File: config.mk
export PLATFORM = sky130hd
export DESIGN_NAME = ifetch_queue
export DESIGN_NICKNAME = d
export VERILOG_FILES = /design/src/rtl/ifetch_queue.sv
export SDC_FILE = /design/constraint.sdc
export NUM_CORES = 1
export LEC_CHECK = 0
export CAP_MARGIN = 15
export CELL_PAD_IN_SITES_DETAIL_PLACEMENT = 1
export CELL_PAD_IN_SITES_GLOBAL_PLACEMENT = 1
export CORE_MARGIN = 4
export CORE_UTILIZATION = 35
export CTS_CLUSTER_DIAMETER = 50
export DETAILED_ROUTE_END_ITERATION = 10
export PLACE_DENSITY = 0.67
export SYNTH_ARGS = -nofsm -noshare
export SYNTH_HDL_FRONTEND = slang
export SYNTH_SLANG_ARGS = --single-unit
File: constraint.sdc
create_clock -name clk -period 2.8 [get_ports clk]
set_input_delay 0.42 -clock clk [delete_from_list [all_inputs] [get_ports clk]]
set_output_delay 0.42 -clock clk [all_outputs]
set_load 0.03 [all_outputs]
File: src/rtl/ifetch_queue.sv
// Instruction fetch unit: issues one memory request at a time from fetch_pc and
// buffers returned words with their addresses in a small FIFO for decode.
module ifetch_queue #(
  parameter logic [31:0] RESET_PC = 32'h00003000,
  parameter int unsigned DEPTH    = 4
) (
  input  logic        clk,
  input  logic        reset_n,
  input  logic        redirect,
  input  logic [31:0] redirect_pc,
  output logic        im_req,
  output logic [31:0] im_addr,
  input  logic        im_ack,
  input  logic [31:0] im_data,
  output logic        instr_valid,
  output logic [31:0] instr,
  output logic [31:0] instr_pc,
  input  logic        instr_ready,
  output logic [31:0] fetch_pc
);

  localparam int unsigned PtrW = (DEPTH > 1) ? $clog2(DEPTH) : 1;
  localparam int unsigned CntW = $clog2(DEPTH + 1);

  typedef enum logic [1:0] {StIdle, StWait, StDrop} state_e;

  state_e            state_q;
  logic [31:0]       fetch_q;
  logic [31:0]       addr_q;
  logic [PtrW-1:0]   rd_q;
  logic [PtrW-1:0]   wr_q;
  logic [CntW-1:0]   cnt_q;
  logic [63:0]       mem_q [DEPTH];

  logic push, pop, issue;
  logic unused_rpc;

  // Target is word-aligned on redirect, so the low bits are never used.
  assign unused_rpc = ^redirect_pc[1:0];

  always_comb begin
    push  = (state_q == StWait) && im_ack && !redirect;
    pop   = instr_valid && instr_ready && !redirect;
    issue = (state_q == StIdle) && !redirect && (cnt_q < CntW'(DEPTH));
  end

  always_ff @(posedge clk or negedge reset_n) begin
    if (!reset_n) begin
      state_q <= StIdle;
      fetch_q <= RESET_PC;
      addr_q  <= RESET_PC;
    end else begin
      case (state_q)
        StIdle: begin
          if (issue) begin
            state_q <= StWait;
            addr_q  <= fetch_q;
          end
        end
        StWait: begin
          if (im_ack) begin
            state_q <= StIdle;
          end else if (redirect) begin
            state_q <= StDrop;
          end
        end
        StDrop: begin
          if (im_ack) begin
            state_q <= StIdle;
          end
        end
        default: state_q <= StIdle;
      endcase

      if (redirect) begin
        fetch_q <= {redirect_pc[31:2], 2'b00};
      end else if (push) begin
        fetch_q <= fetch_q + 32'd4;
      end
    end
  end

  // Redirect flushes the queue and overrides any push or pop in the same cycle.
  always_ff @(posedge clk or negedge reset_n) begin
    if (!reset_n) begin
      rd_q  <= '0;
      wr_q  <= '0;
      cnt_q <= '0;
    end else if (redirect) begin
      rd_q  <= '0;
      wr_q  <= '0;
      cnt_q <= '0;
    end else begin
      if (push) wr_q <= wr_q + PtrW'(1);
      if (pop)  rd_q <= rd_q + PtrW'(1);
      cnt_q <= cnt_q + CntW'(push) - CntW'(pop);
    end
  end

  always_ff @(posedge clk) begin
    if (push) begin
      mem_q[wr_q] <= {fetch_q, im_data};
    end
  end

  always_comb begin
    im_req      = (state_q != StIdle);
    im_addr     = addr_q;
    fetch_pc    = fetch_q;
    instr_valid = (cnt_q != '0);
    {instr_pc, instr} = instr_valid ? mem_q[rd_q] : 64'd0;
  end

endmodule

# After elaboration in Yosys (flattened, before gate mapping)
# Memory sizes are Yosys's and may differ from the RTL's.
# Index checks and enable logic that the tools add are counted.
# totals
inputBits	69
ramBits	256
regBits	73
mem_count	1
out_inout_bits	130
wordCells	47
# op_classes
mux	15
n_reduce_logical	14
eq_ne	5
addsub	5
order_cmp	1
# memory_table
memory	words	word_bits	rd	rd_ports_with_merged_regs	write_ports	line_no	source
mem_q	4	64	1	0	1	33	logic [63:0] mem_q [DEPTH];
# op_table
operator	n
2-to-1 mux 32 bit	2
2-to-1 mux 64 bit	1
adder 32 x 3 -> 32 bit (second input constant)	1
2-to-1 mux 2 bit	8
logical AND 1 bit	6
case mux 2 bit (3 select lines)	1
nonzero test 2 bit	3
adder 2 x 1 -> 2 bit (second input constant)	2
!= test 2 bit (second input constant)	2
adder 3 x 1 -> 3 bit	1
less-than comparator 3 bit (second input constant)	1
2-to-1 mux 3 bit	1
!= test 3 bit (second input constant)	1
AND reduction 3 bit	1
nonzero test 3 bit	1
subtractor 3 x 1 -> 3 bit	1
== test 2 x 1 -> 1 bit (second input constant)	1
== test 2 bit (second input constant)	1
logical NOT 2 bit	1
2-to-1 mux 1 bit	2
AND reduction 2 bit	1
logical NOT 1 bit	1

# Logic depth before layout (Yosys ltp)
# depth
ltp_word	6
depth_mapped	11
ltp_nobuf	11

# Least setup slack after synthesis
# Ideal clock, no wire load.
# synth_path
path_type	flip-flop to flip-flop
startpoint	register state_q[0]
endpoint	memory mem_q[0][0] (enable)
slack_ns	-0.174
synth_period_minus_slack_ns	2.974
t_required_ns	2.373
setup_ns	0.427
path_stages_with_launch	5
path_buffers	0
t_arrival_ns	2.547
path_cell_list	dfrtp_1 nor2b_1 nand2_1 nor2_1 and2_1
# synth_between
elab_chain_len	5
# synth_lines
item	line_no	source
from (decl)	27	state_e state_q;
from (signal assigned)	49	state_q <= StIdle;
from (signal assigned)	56	state_q <= StWait;
from (signal assigned)	62	state_q <= StIdle;
== test 2 x 1 -> 1 bit	42	push = (state_q == StWait) && im_ack && !redirect;
logical AND 1 bit (2 in a row)	42	
2-to-1 mux 1 bit	101	if (push) begin
2-to-1 mux 1 bit (implied by the code)	102	mem_q[wr_q] <= {fetch_q, im_data};
to (decl)	33	
# No other way between the ends.

# Worst setup path after layout
# layout_path
startpoint	register rd_q[0]
endpoint	output instr[3]
# layout_between
elab_chain_len	2
# layout_lines
item	line_no	source
from (decl)	30	logic [PtrW-1:0] rd_q;
from (signal assigned)	95	if (pop) rd_q <= rd_q + PtrW'(1);
memory (4 x 64 bit)	-	
2-to-1 mux 64 bit	111	{instr_pc, instr} = instr_valid ? mem_q[rd_q] : 64'd0;
to (decl)	16	output logic [31:0] instr,
# No other way between the ends.

==> impl_metrics.yaml <==
clock_tree:
  cts_htree_levels: 2
  cts_tree: "yes"
  clk_latency_ps: 530
  clk_pin_slew_ps: 60
  cts_buffers: 40
  clockBufferDepth: 3
  clock_sinks: 317
  cts.root.buffer_cell: "clkbuf_16"
pwr:
  p_int_mw: 10.59
  p_comb_share_pct: 32.1
  power_mw: 15.59
  leakage_nw: 5.928
  max-vdd-ir-drop_v: 0.0004985
  seqPwrFrac_pct: 37.0
  power.switching_mw: 4.999
  p_sw_share_pct: 32.06
  cellPowerDensity_nw_per_um2: 928.1
  clockPowerShare_pct: 30.9
critical_path:
  start_kind: "flip-flop"
  r2r_slack_ps: 430
  cp.required_ps: 2380
  end_kind: "primary output"
  cp_max_fo: 12
  reg2reg_from: "fetch_pc[3]$_DFFE_PN0N_"
  crit_cells: 4
  crit_path_end: "instr[3]"
  reg2reg_depth: 6
  arrival_ps: 2320
  r2r_end: "fetch_pc[20]$_DFFE_PN0N_"
  critPathTopFamily: "buffers and inverters"
  cpPeakStageDelay_ps: 540
  cp-startpoint: "rd_q[0]$_DFFE_PN0P_"
  path_cells: "clkbuf_16 -> mux4_2 -> and2_1 -> clkdlybuf4s15_1"
  crit_slowest_cell: "dfrtp_4"
  cp_num_buf_inv: 2
  crit_type: "flip-flop to primary output"
finish:
  design_area_um2: 16800
  final_cell_mix: "edfxtp_1, clkdlybuf4s50_1, dfrtp_1, buf_4"
  fin_nets: 1045
  n_antenna_cell: 0
  syn_to_final_growth_pct: 31.78
  layout-drive-gt1-share_pct: 25.45
  num-fill-cells: 3497
  final_util_pct: 47.00
  layout_commonest_cell: "edfxtp_1"
detailed_routing:
  antenna_left: 0
  avgViaCountPerCell: 4.972
  drt_first_pass_iters: 4
  routed_wl_mm: 31.76
  route.detailed.drc: 0
  vias: 7254
  wl_per_cell_um: 21.77
  first_iter_violations: 358
global_routing:
  top_usage_layer: "met2"
  grt.overflow.total: 0
  antenna_found_initial: 1
  use_met3_pct: 4.014
  grt_pass1_vias: 8116
  grt_pass1_wl_mm: 48.29
  grt_start_max_net_pins: 55
  grtUsageTotal_pct: 15.94
  grtUsageMet2_pct: 26.44
  grt_use_met1_pct: 21.21
timing:
  tns_ps: 0
  final_hold_viol_count: 0
  max_slew_margin_pct: 50.54
  post-route-period-util_pct: 97.71
  skew_ps: 18.45
  rsz0062_at_grt: "yes"
  drv_slew: 0
  setup_violations: 0
  setup_slack_ps: 64.12
  worst_slew_pin_slew_ps: 741.9
  fmax_ghz: 0.3655
  fin_crit_ps: 2736
logic_synthesis:
  ys_seq_elements: 317
  syn-cell-area_um2: 12750
  syn_avg_cell_area_um2: 17.78
  ys_warn_count: 0
  netlist_instances: 717
  yosysUniqueCellTypes: 45
  yosysSeqAreaShare_pct: 72.00
placement:
  place_congestion: 0.7004
  pre_cts_ws_ps: 177.9
  port_buffers: 190
  place_hpwl_mm: 20.03
  place_area_um2: 15490
floorplan:
  die_w_um: 198.9
  fp.coreArea_um2: 35740
  ioPinCount: 199
  row_count: 69
  die_h_um: 198.9
  die-area_um2: 39540
  initial_core_util_pct: 35.67
min_path:
  hold_class: "input port to flip-flop"
job:
  maxCapViolCount: 0
status:
  status: "finished clean"
metrics by stage:
step	instances	hold WS [ps]
global route	1459	438.3
floorplan	722	124.4
global placement	1377	491.0
CTS	1450	423.0
detailed placement	1377	495.0
finish	1459	448.3
routing by layer:
layer	up-vias	wire, µm
met5	-	13
met4	2	519
met3	41	1854
met2	192	15560
met1	3730	13810
li1	3289	-
registers in the layout (all words and copies together), names as in the netlist:
signal    flops
wr_q          2
fetch_pc     30
im_addr      30
state_q       2
rd_q          2
cnt_q         3
mem_q       248
how the worst min path moves through the flow:
stage                                        from                  endpoint  slack, ps  depth (start not counted)
after CTS                         redirect_pc[26]  fetch_pc[26]$_DFFE_PN0N_        420                          3
after global routing               redirect_pc[2]   fetch_pc[2]$_DFFE_PN0N_        440                          3
after floorplan                           reset_n        cnt_q[0]$_DFF_PN0_        120                          0
after global placement    im_addr[28]$_DFFE_PN0P_   im_addr[28]$_DFFE_PN0P_        490                          1
final                             redirect_pc[26]  fetch_pc[26]$_DFFE_PN0N_        450                          3
after detailed placement  im_addr[14]$_DFFE_PN0P_   im_addr[14]$_DFFE_PN0P_        500                          1
worst min-delay path, stage by stage:
cell             delay, ps
clkdlybuf4s50_1        390
nor2_1                  90
a31oi_1                 40
cell usage after synthesis:
library cell | n | area share [%]
mux2_2 | 31 | 2.7
or3_1 | 6 | 0.29
edfxtp_1 | 248 | 58
or4b_2 | 1 | 0.079
nor3_1 | 4 | 0.16
nand4_1 | 5 | 0.25
and3_1 | 2 | 0.098
a2111oi_0 | 1 | 0.069
nand3_1 | 14 | 0.55
buf_1 | 2 | 0.059
inv_1 | 11 | 0.32
and4_1 | 2 | 0.14
and2b_1 | 2 | 0.12
nor2b_1 | 3 | 0.15
clkbuf_1 | 26 | 0.77
o311ai_0 | 1 | 0.069
mux2i_1 | 1 | 0.079
o21ai_0 | 13 | 0.51
dfrtp_1 | 65 | 13
conb_1 | 1 | 0.029
clkbuf_2 | 1 | 0.039
xnor2_1 | 9 | 0.62
or2_2 | 2 | 0.098
mux4_2 | 62 | 11
nand2_1 | 30 | 0.88
nor2_1 | 24 | 0.71
buf_2 | 7 | 0.27
nor4_1 | 2 | 0.098
nand4b_4 | 1 | 0.19
o41ai_1 | 1 | 0.069
dfstp_2 | 4 | 0.82
o21a_1 | 1 | 0.059
o31ai_1 | 9 | 0.53
o211ai_1 | 5 | 0.29
or4_1 | 15 | 0.88
a31oi_1 | 13 | 0.64
fa_1 | 1 | 0.16
a21oi_1 | 2 | 0.079
buf_4 | 7 | 0.41
and2_1 | 66 | 3.2
ha_1 | 7 | 0.69
xor2_1 | 6 | 0.41
nor4b_1 | 1 | 0.069
and4b_1 | 1 | 0.079
a22o_1 | 1 | 0.069
what timing repair did:
action | 4_1_cts | 5_1_grt
hold endpoints to repair | 48 | 0
gates cloned | 0 | 2
gates resized for setup | 48 | 33
setup buffers | 0 | 7
hold buffers | 1 | 0
setup endpoints to repair | 51 | 48
layout make-up:
type,instances,area (µm²),share of cell area (%)
timing repair buffer,247,2377,14.15
clock buffer,49,1056,6.286
clock inverter,23,191.4,1.139
multi-input combinational,351,3371,20.06
tap,461,576.8,3.433
inverter,11,41.29,0.2458
sequential,317,9186,54.68
logic make-up after synthesis:
group,after synthesis,share of synthesized area (%)
DFF,317,72.00
and+or+nand+nor,181,8.068
muxes,94,13.77
buffers and inverters,54,1.874
AOI/OAI and AO/OA,47,2.385
xor gates and xnor gates,15,1.031
adders and majority gates,8,0.8440
other,1,0.02942
power groups by stage:
stage	Clock, mW	Sequential (mW)	Combinational [mW]
global route	5.21	5.82	5.35
finish	4.82	5.77	5.00
CTS	4.98	5.76	4.94
detailed placement	0	5.84	5.10
floorplan	0	6.30	2.45
global placement	0	5.82	5.06
No activity file was read; power rests on OpenSTA's default activity.
